### src/rtl/wb_arbiter_interconnect_if.sv
// Bundled Wishbone classic signals for M masters and N slaves around the arbiter/interconnect.
// The slave modport is the interconnect's view; the master modport is the surrounding agents'.
interface wb_arbiter_interconnect_if #(
  parameter int unsigned M = 2,
  parameter int unsigned N = 4
);
  logic [M-1:0]       wb_we_m;
  logic [M-1:0]       wb_stb_m;
  logic [M-1:0]       wb_cyc_m;
  logic [M-1:0][3:0]  wb_sel_m;
  logic [M-1:0][31:0] wb_wdata_m;
  logic [M-1:0][31:0] wb_addr_m;
  logic [M-1:0][31:0] wb_rdata_m;
  logic [M-1:0]       wb_ack_m;
  logic [M-1:0]       wb_err_m;

  logic [N-1:0]       wb_we_s;
  logic [N-1:0]       wb_stb_s;
  logic [N-1:0]       wb_cyc_s;
  logic [N-1:0][3:0]  wb_sel_s;
  logic [N-1:0][31:0] wb_wdata_s;
  logic [N-1:0][31:0] wb_addr_s;
  logic [N-1:0][31:0] wb_rdata_s;
  logic [N-1:0]       wb_ack_s;
  logic [N-1:0]       wb_err_s;

  modport slave (
    input  wb_we_m, wb_stb_m, wb_cyc_m, wb_sel_m, wb_wdata_m, wb_addr_m,
    output wb_rdata_m, wb_ack_m, wb_err_m,
    output wb_we_s, wb_stb_s, wb_cyc_s, wb_sel_s, wb_wdata_s, wb_addr_s,
    input  wb_rdata_s, wb_ack_s, wb_err_s
  );

  modport master (
    output wb_we_m, wb_stb_m, wb_cyc_m, wb_sel_m, wb_wdata_m, wb_addr_m,
    input  wb_rdata_m, wb_ack_m, wb_err_m,
    input  wb_we_s, wb_stb_s, wb_cyc_s, wb_sel_s, wb_wdata_s, wb_addr_s,
    output wb_rdata_s, wb_ack_s, wb_err_s
  );
endinterface

### src/rtl/wb_arbiter_interconnect.sv
// Round-robin arbiter for M Wishbone classic masters feeding an N-way address decoder, with
// bus-error responses for unmapped addresses and a watchdog for slaves that never respond.
module wb_arbiter_interconnect #(
  parameter int unsigned M = 2,
  parameter int unsigned N = 4,
  parameter logic [2*N*32-1:0] AddrRanges = {32'h0000_0000, 32'h0000_2FFC,
                                              32'h0000_3000, 32'h0000_3FFC,
                                              32'h0000_4000, 32'h0000_4000,
                                              32'h0000_4020, 32'h0000_4020},
  parameter int unsigned TimeoutCycles = 255
) (
  input  logic                     clk_in,
  input  logic                     reset_in,
  wb_arbiter_interconnect_if.slave bus_io,
  output logic [M-1:0]             grant_out
);

  localparam int unsigned PtrW = (M > 1) ? $clog2(M) : 1;
  localparam int unsigned SelW = (N > 1) ? $clog2(N) : 1;
  localparam int unsigned CntW = $clog2(TimeoutCycles);
  localparam logic [CntW-1:0] TmoLast = CntW'(TimeoutCycles - 1);

  logic [M-1:0]    grant_q, grant_d;
  logic [PtrW-1:0] ptr_q, ptr_d;
  logic [CntW-1:0] tmo_q, tmo_d;
  logic            err_q, err_d;

  logic        g_cyc, g_stb, g_we;
  logic [3:0]  g_sel;
  logic [31:0] g_wdata, g_addr;
  logic            hit;
  logic [SelW-1:0] sel_idx;
  logic            s_ack, s_err;
  logic [31:0]     s_rdata;
  logic            fwd;
  logic            rearb;
  logic            found;
  int unsigned     idx;

  assign grant_out = grant_q;

  always_comb begin
    g_cyc   = 1'b0;
    g_stb   = 1'b0;
    g_we    = 1'b0;
    g_sel   = '0;
    g_wdata = '0;
    g_addr  = '0;
    for (int m = 0; m < int'(M); m++) begin
      if (grant_q[m]) begin
        g_cyc   = bus_io.wb_cyc_m[m];
        g_stb   = bus_io.wb_stb_m[m];
        g_we    = bus_io.wb_we_m[m];
        g_sel   = bus_io.wb_sel_m[m];
        g_wdata = bus_io.wb_wdata_m[m];
        g_addr  = bus_io.wb_addr_m[m];
      end
    end
  end

  // Scan downward so the lowest matching index is the one left standing.
  always_comb begin
    hit     = 1'b0;
    sel_idx = '0;
    for (int i = int'(N) - 1; i >= 0; i--) begin
      if (g_addr >= AddrRanges[(2 * (int'(N) - 1 - i) + 1) * 32 +: 32] &&
          g_addr <= AddrRanges[(2 * (int'(N) - 1 - i)) * 32 +: 32]) begin
        hit     = 1'b1;
        sel_idx = SelW'(i);
      end
    end
  end

  assign s_ack   = bus_io.wb_ack_s[sel_idx];
  assign s_err   = bus_io.wb_err_s[sel_idx];
  assign s_rdata = bus_io.wb_rdata_s[sel_idx];
  // A pending forced error owns the cycle: the slave is cut off and its response ignored.
  assign fwd     = hit & ~err_q;

  always_comb begin
    for (int i = 0; i < int'(N); i++) begin
      bus_io.wb_cyc_s[i]   = fwd & g_cyc & (sel_idx == SelW'(i));
      bus_io.wb_stb_s[i]   = fwd & g_cyc & g_stb & (sel_idx == SelW'(i));
      bus_io.wb_we_s[i]    = g_we;
      bus_io.wb_sel_s[i]   = g_sel;
      bus_io.wb_wdata_s[i] = g_wdata;
      bus_io.wb_addr_s[i]  = g_addr;
    end
  end

  always_comb begin
    for (int m = 0; m < int'(M); m++) begin
      bus_io.wb_ack_m[m]   = 1'b0;
      bus_io.wb_err_m[m]   = 1'b0;
      bus_io.wb_rdata_m[m] = '0;
      if (grant_q[m]) begin
        bus_io.wb_ack_m[m]   = fwd & s_ack;
        bus_io.wb_err_m[m]   = err_q | (fwd & s_err);
        bus_io.wb_rdata_m[m] = fwd ? s_rdata : 32'h0;
      end
    end
  end

  always_comb begin
    rearb   = ~(|grant_q) | ~g_cyc;
    grant_d = grant_q;
    ptr_d   = ptr_q;
    found   = 1'b0;
    idx     = 0;
    if (rearb) begin
      grant_d = '0;
      for (int unsigned k = 1; k <= M; k++) begin
        idx = (32'(ptr_q) + k) % M;
        if (!found && bus_io.wb_cyc_m[idx] && bus_io.wb_stb_m[idx]) begin
          found        = 1'b1;
          grant_d[idx] = 1'b1;
          ptr_d        = PtrW'(idx);
        end
      end
    end
  end

  always_comb begin
    tmo_d = '0;
    err_d = 1'b0;
    if (!rearb && !err_q && g_stb) begin
      if (!hit) begin
        err_d = 1'b1;
      end else if (!s_ack && !s_err) begin
        if (tmo_q == TmoLast) begin
          err_d = 1'b1;
        end else begin
          tmo_d = tmo_q + 1'b1;
        end
      end
    end
  end

  always_ff @(posedge clk_in or posedge reset_in) begin
    if (reset_in) begin
      grant_q <= '0;
      ptr_q   <= PtrW'(M - 1);
      tmo_q   <= '0;
      err_q   <= 1'b0;
    end else begin
      grant_q <= grant_d;
      ptr_q   <= ptr_d;
      tmo_q   <= tmo_d;
      err_q   <= err_d;
    end
  end

endmodule

### src/flat_wrapper.sv
// flat-port wrapper written by rule: the top's interface ports become plain ports
module wb_arbiter_interconnect_flat 
#(
  parameter int unsigned M = 2,
  parameter int unsigned N = 4,
  parameter logic [2*N*32-1:0] AddrRanges = {32'h0000_0000, 32'h0000_2FFC,
                                              32'h0000_3000, 32'h0000_3FFC,
                                              32'h0000_4000, 32'h0000_4000,
                                              32'h0000_4020, 32'h0000_4020},
  parameter int unsigned TimeoutCycles = 255
)
  (clk_in, reset_in, grant_out, bus_io_wb_we_m, bus_io_wb_stb_m, bus_io_wb_cyc_m, bus_io_wb_sel_m, bus_io_wb_wdata_m, bus_io_wb_addr_m, bus_io_wb_rdata_m, bus_io_wb_ack_m, bus_io_wb_err_m, bus_io_wb_we_s, bus_io_wb_stb_s, bus_io_wb_cyc_s, bus_io_wb_sel_s, bus_io_wb_wdata_s, bus_io_wb_addr_s, bus_io_wb_rdata_s, bus_io_wb_ack_s, bus_io_wb_err_s);
  wb_arbiter_interconnect_if #(.M(M), .N(N)) bus_io_i ();
  input  logic clk_in;
  input  logic reset_in;
  output logic [M-1:0] grant_out;
  input wire logic [$bits(bus_io_i.wb_we_m)-1:0] bus_io_wb_we_m;
  input wire logic [$bits(bus_io_i.wb_stb_m)-1:0] bus_io_wb_stb_m;
  input wire logic [$bits(bus_io_i.wb_cyc_m)-1:0] bus_io_wb_cyc_m;
  input wire logic [$bits(bus_io_i.wb_sel_m)-1:0] bus_io_wb_sel_m;
  input wire logic [$bits(bus_io_i.wb_wdata_m)-1:0] bus_io_wb_wdata_m;
  input wire logic [$bits(bus_io_i.wb_addr_m)-1:0] bus_io_wb_addr_m;
  output wire logic [$bits(bus_io_i.wb_rdata_m)-1:0] bus_io_wb_rdata_m;
  output wire logic [$bits(bus_io_i.wb_ack_m)-1:0] bus_io_wb_ack_m;
  output wire logic [$bits(bus_io_i.wb_err_m)-1:0] bus_io_wb_err_m;
  output wire logic [$bits(bus_io_i.wb_we_s)-1:0] bus_io_wb_we_s;
  output wire logic [$bits(bus_io_i.wb_stb_s)-1:0] bus_io_wb_stb_s;
  output wire logic [$bits(bus_io_i.wb_cyc_s)-1:0] bus_io_wb_cyc_s;
  output wire logic [$bits(bus_io_i.wb_sel_s)-1:0] bus_io_wb_sel_s;
  output wire logic [$bits(bus_io_i.wb_wdata_s)-1:0] bus_io_wb_wdata_s;
  output wire logic [$bits(bus_io_i.wb_addr_s)-1:0] bus_io_wb_addr_s;
  input wire logic [$bits(bus_io_i.wb_rdata_s)-1:0] bus_io_wb_rdata_s;
  input wire logic [$bits(bus_io_i.wb_ack_s)-1:0] bus_io_wb_ack_s;
  input wire logic [$bits(bus_io_i.wb_err_s)-1:0] bus_io_wb_err_s;
  assign bus_io_i.wb_we_m = bus_io_wb_we_m;
  assign bus_io_i.wb_stb_m = bus_io_wb_stb_m;
  assign bus_io_i.wb_cyc_m = bus_io_wb_cyc_m;
  assign bus_io_i.wb_sel_m = bus_io_wb_sel_m;
  assign bus_io_i.wb_wdata_m = bus_io_wb_wdata_m;
  assign bus_io_i.wb_addr_m = bus_io_wb_addr_m;
  assign bus_io_wb_rdata_m = bus_io_i.wb_rdata_m;
  assign bus_io_wb_ack_m = bus_io_i.wb_ack_m;
  assign bus_io_wb_err_m = bus_io_i.wb_err_m;
  assign bus_io_wb_we_s = bus_io_i.wb_we_s;
  assign bus_io_wb_stb_s = bus_io_i.wb_stb_s;
  assign bus_io_wb_cyc_s = bus_io_i.wb_cyc_s;
  assign bus_io_wb_sel_s = bus_io_i.wb_sel_s;
  assign bus_io_wb_wdata_s = bus_io_i.wb_wdata_s;
  assign bus_io_wb_addr_s = bus_io_i.wb_addr_s;
  assign bus_io_i.wb_rdata_s = bus_io_wb_rdata_s;
  assign bus_io_i.wb_ack_s = bus_io_wb_ack_s;
  assign bus_io_i.wb_err_s = bus_io_wb_err_s;
  wb_arbiter_interconnect #(.M(M), .N(N), .AddrRanges(AddrRanges), .TimeoutCycles(TimeoutCycles)) u_core (.clk_in(clk_in), .reset_in(reset_in), .bus_io(bus_io_i), .grant_out(grant_out));
endmodule
### config.mk
export PLATFORM = sky130hd
export DESIGN_NAME = wb_arbiter_interconnect_flat
export DESIGN_NICKNAME = d
export VERILOG_FILES = /design/src/rtl/wb_arbiter_interconnect_if.sv /design/src/rtl/wb_arbiter_interconnect.sv /design/src/flat_wrapper.sv
export SDC_FILE = /design/constraint.sdc
export NUM_CORES = 1
export LEC_CHECK = 0
export CAP_MARGIN = 40
export CORE_AREA = 2 2 243 245
export DETAILED_ROUTE_END_ITERATION = 12
export DIE_AREA = 0 0 245 247
export PLACE_DENSITY = 0.38
export SYNTH_ARGS = -nofsm -noshare
export SYNTH_HDL_FRONTEND = slang
export SYNTH_SLANG_ARGS = --single-unit
export TNS_END_PERCENT = 30
### constraint.sdc
create_clock -name clk_in -period 2.8 [get_ports clk_in]
set_input_delay 0.28 -clock clk_in [delete_from_list [all_inputs] [get_ports clk_in]]
set_output_delay 0.28 -clock clk_in [all_outputs]
set_load 0.02 [all_outputs]
==> flow_summary.toml <==
[sta]
hold_viol = 0
layout_setup_ws_ps = -700
finalSetupViolations = 76
fmax_mhz = 286
post-route-period-util_pct = 125
fin_setup_tns_ps = -45300
worst-slew-pin-transition_ps = 673
relSlewSlack_pct = 55.2
skew_ps = 0.919
fin_crit_ps = 3500
whs_ps = 369
rsz0062_at_grt = "true"
finalMaxSlewViolations = 0

[clock_network]
cts_num_sinks = 12
htreeDepth = 1
clkTransAtPathRegs_ps = 40
ctsHoldBuffers = 0
cts_tree = "yes"
ctsRootBufferMaster = "clkbuf_16"
clk_latency_ps = 240
numCtsBuffers = 3
max-clock-path-buffers = 2

[floorplan]
start_util_pct = 7.85
die_y_um = 247
die-area_um2 = 60500
pin_count = 634
coreArea_um2 = 58200
rows = 89
fp.dieW_um = 245

[setup_path]
crit_type = "input pin to primary output"
regToRegStartpoint = "u_core.grant_out[1]"
slowest_stage = "or4_4"
max_stage_delay_ps = 520
rr_worst_depth = 11
cp.arrival_ps = 3220
ff2ff_setup_slack_ps = 50
cp_cell_sequence = "clkdlybuf4s50_1 -> nor2_1 -> buf_4 -> o21ai_2 -> or4_1 -> or4_4 -> and2_4 -> buf_12 -> buf_16 -> a21oi_4 -> buf_6 -> nor2_4 -> buf_6"
cpMostUsedCell = "buf_6"
end_kind = "primary output"
worst_setup_path_start_kind = "input pin"
cp-endpoint = "bus_io_wb_rdata_m[13]"
cp_data_required_time_ps = 2520
reg2reg_to = "u_core.tmo_q[6]"
cp_max_fo = 6
crit_start = "bus_io_wb_addr_m[0]"

[synth]
yosysWarnings = 0
synth_edf_count = 0
synth_fp_nets = 938
synth_ff_type = "dfrtp_1"
synth_area_um2 = 4570
seq_area_frac_synth_pct = 6.60
post_synth_num_cell_types = 46
avgSynthCellArea_um2 = 6.97
async_flop_share_pct = 100
syn_inst = 656
ys_ff_latch = 12

[pwr]
pwr_density_cell_nw_per_um2 = 322
vdd_ir_drop_max_mv = 0.191
p_leak_nw = 7.23

[placement]
port_buffers = 633
routabilityCongestion = 0.793
hpwl_mm = 31.6
dpl_cell_area_um2 = 11800
place_inst = 1920

[route]
dr.pass1.iters = 4
vias = 6677
wl_mm = 38.5
drc = 0
wire_per_inst_um = 19.7
viasPerCell = 3.42
ant_nets = 0
drtIter0Drc = 156

[final_layout]
final_area_um2 = 13200
fin_nets = 1463
fillers = 6324
drive_gt1_share_pct = 36.4
finalNonFillerCells = 1955
synthToLayoutAreaGrowth_pct = 189

[status]
failed_checks = "negative setup slack"
outcome = "complete, but fails checks"

[worst_hold_path]
hold_class = "input pin to async pin"

[job]
cap_violations = 0

[global_route]
antenna_found_initial = 3
grt_util_all_layers_pct = 11.3
grt_overflow_total = 0
grt_pass1_vias = 6700
grt_start_max_net_pins = 54
grt_pass1_wl_mm = 50.1
## timing repair
action | 4_1_cts | 5_1_grt
buffers inserted | 20 | 3
cloned | 4 | 3
pin swaps | 46 | 29
resized for setup | 633 | 177
setup endpoints to repair | 329 | 225
## registers in the layout, indices dropped and copies added, names as in the netlist
register and cells:
u_core.grant_out 2, u_core.tmo_q 8, u_core.err_q 1, u_core.ptr_q 1
## report_power, final
part | leakage [nW] | total (mW) | switching [mW] | internal, mW
sequential | 0.159 | 0.204 | 0.0166 | 0.188
clock | 0.0442 | 0.295 | 0.0794 | 0.216
combinational | 7.02 | 3.76 | 1.96 | 1.80
## Yosys cell counts, drive strengths merged (3+ instances only)
master | instances | area share [%]
nand2 | 12 | 0.99
nor2 | 87 | 7.1
dfrtp | 11 | 6.0
or3 | 3 | 0.52
clkbuf | 26 | 2.1
nor3 | 5 | 0.55
xor2 | 3 | 0.57
a22oi | 4 | 0.66
nand3 | 12 | 1.3
xnor2 | 3 | 0.57
nor4 | 11 | 1.5
inv | 43 | 3.5
o21ai | 14 | 1.5
o22ai | 36 | 4.9
a22o | 63 | 12
buf | 221 | 36
a21oi | 36 | 6.4
mux2i | 34 | 7.4
nand4 | 6 | 0.96
## critical path, delay by kind of cell
family,cells,cell delay [ps]
buf+inv,6,1160
compound gates,2,260
simple gates,5,1520
## cells in the final DEF, fill, tap and decap left out, types with 18 or more instances in the layout
| master | instances |
|---|---|
| buf_12 | 21 |
| buf_6 | 71 |
| nor2_1 | 18 |
| a22o_1 | 44 |
| nor2_2 | 22 |
| o22ai_2 | 21 |
| clkdlybuf4s50_1 | 300 |
| dlymetal6s2s_1 | 138 |
| a22o_2 | 18 |
| nor2_4 | 47 |
| buf_4 | 111 |
| dlygate4sd2_1 | 97 |
| mux2i_1 | 34 |
| a21oi_4 | 33 |
| inv_1 | 41 |
## layout make-up
class / instances / area, µm² / share of cell area [%]
Sequential cell: 12 / 307 / 2.32
Timing Repair Buffer: 767 / 8100 / 61.2
Clock buffer: 4 / 88.8 / 0.672
Antenna cell: 2 / 5.00 / 0.0379
Inverter: 43 / 165 / 1.25
Multi-Input combinational cell: 354 / 3590 / 27.2
Tap cell: 773 / 967 / 7.32
## per-layer routing
layer  wire length, µm  part of all wire [%]  global-route usage, %  up-vias
met5                 9                 0.023                      0        -
met4               798                   2.1                   2.06        2
met3              2190                   5.7                   1.79       29
met2             20200                    52                   21.5      302
met1             15300                    40                   13.4     3220
li1                  -                     -                      -     3124
## how the worst min path moves through the flow
stage               startpoint                   to  slack, ps  depth (start not counted)
6_report              reset_in      u_core.tmo_q[1]        370                          2
2_1_floorplan         reset_in         u_core.err_q        140                          1
5_1_grt               reset_in      u_core.tmo_q[1]        430                          2
3_5_place_dp   u_core.tmo_q[0]      u_core.tmo_q[0]        480                          1
3_3_place_gp   u_core.tmo_q[0]      u_core.tmo_q[0]        470                          1
4_1_cts               reset_in  u_core.grant_out[1]        390                          2
## kinds of logic after synthesis
| group | synth area share (%) |
|---|---|
| AOI/OAI and AO/OA | 27.8 |
| DFF | 6.60 |
| adders and majority gates | 0.547 |
| buffers and inverters | 41.6 |
| muxes | 7.45 |
| and+or+nand+nor | 14.9 |
| xor gates and xnor gates | 1.15 |
## metrics by stage
stage / total power, mW / setup slack [ps] / util, %
after floorplan: 2.25 / -126 / -
after global placement: 3.86 / -1720 / 20.2
after detailed placement: 3.85 / -1720 / 20.2
after CTS: 4.30 / -816 / 21.7
after global routing: 4.45 / -794 / 22.7
final: 4.26 / -700 / 22.7
(Power assumes the default switching activity.)
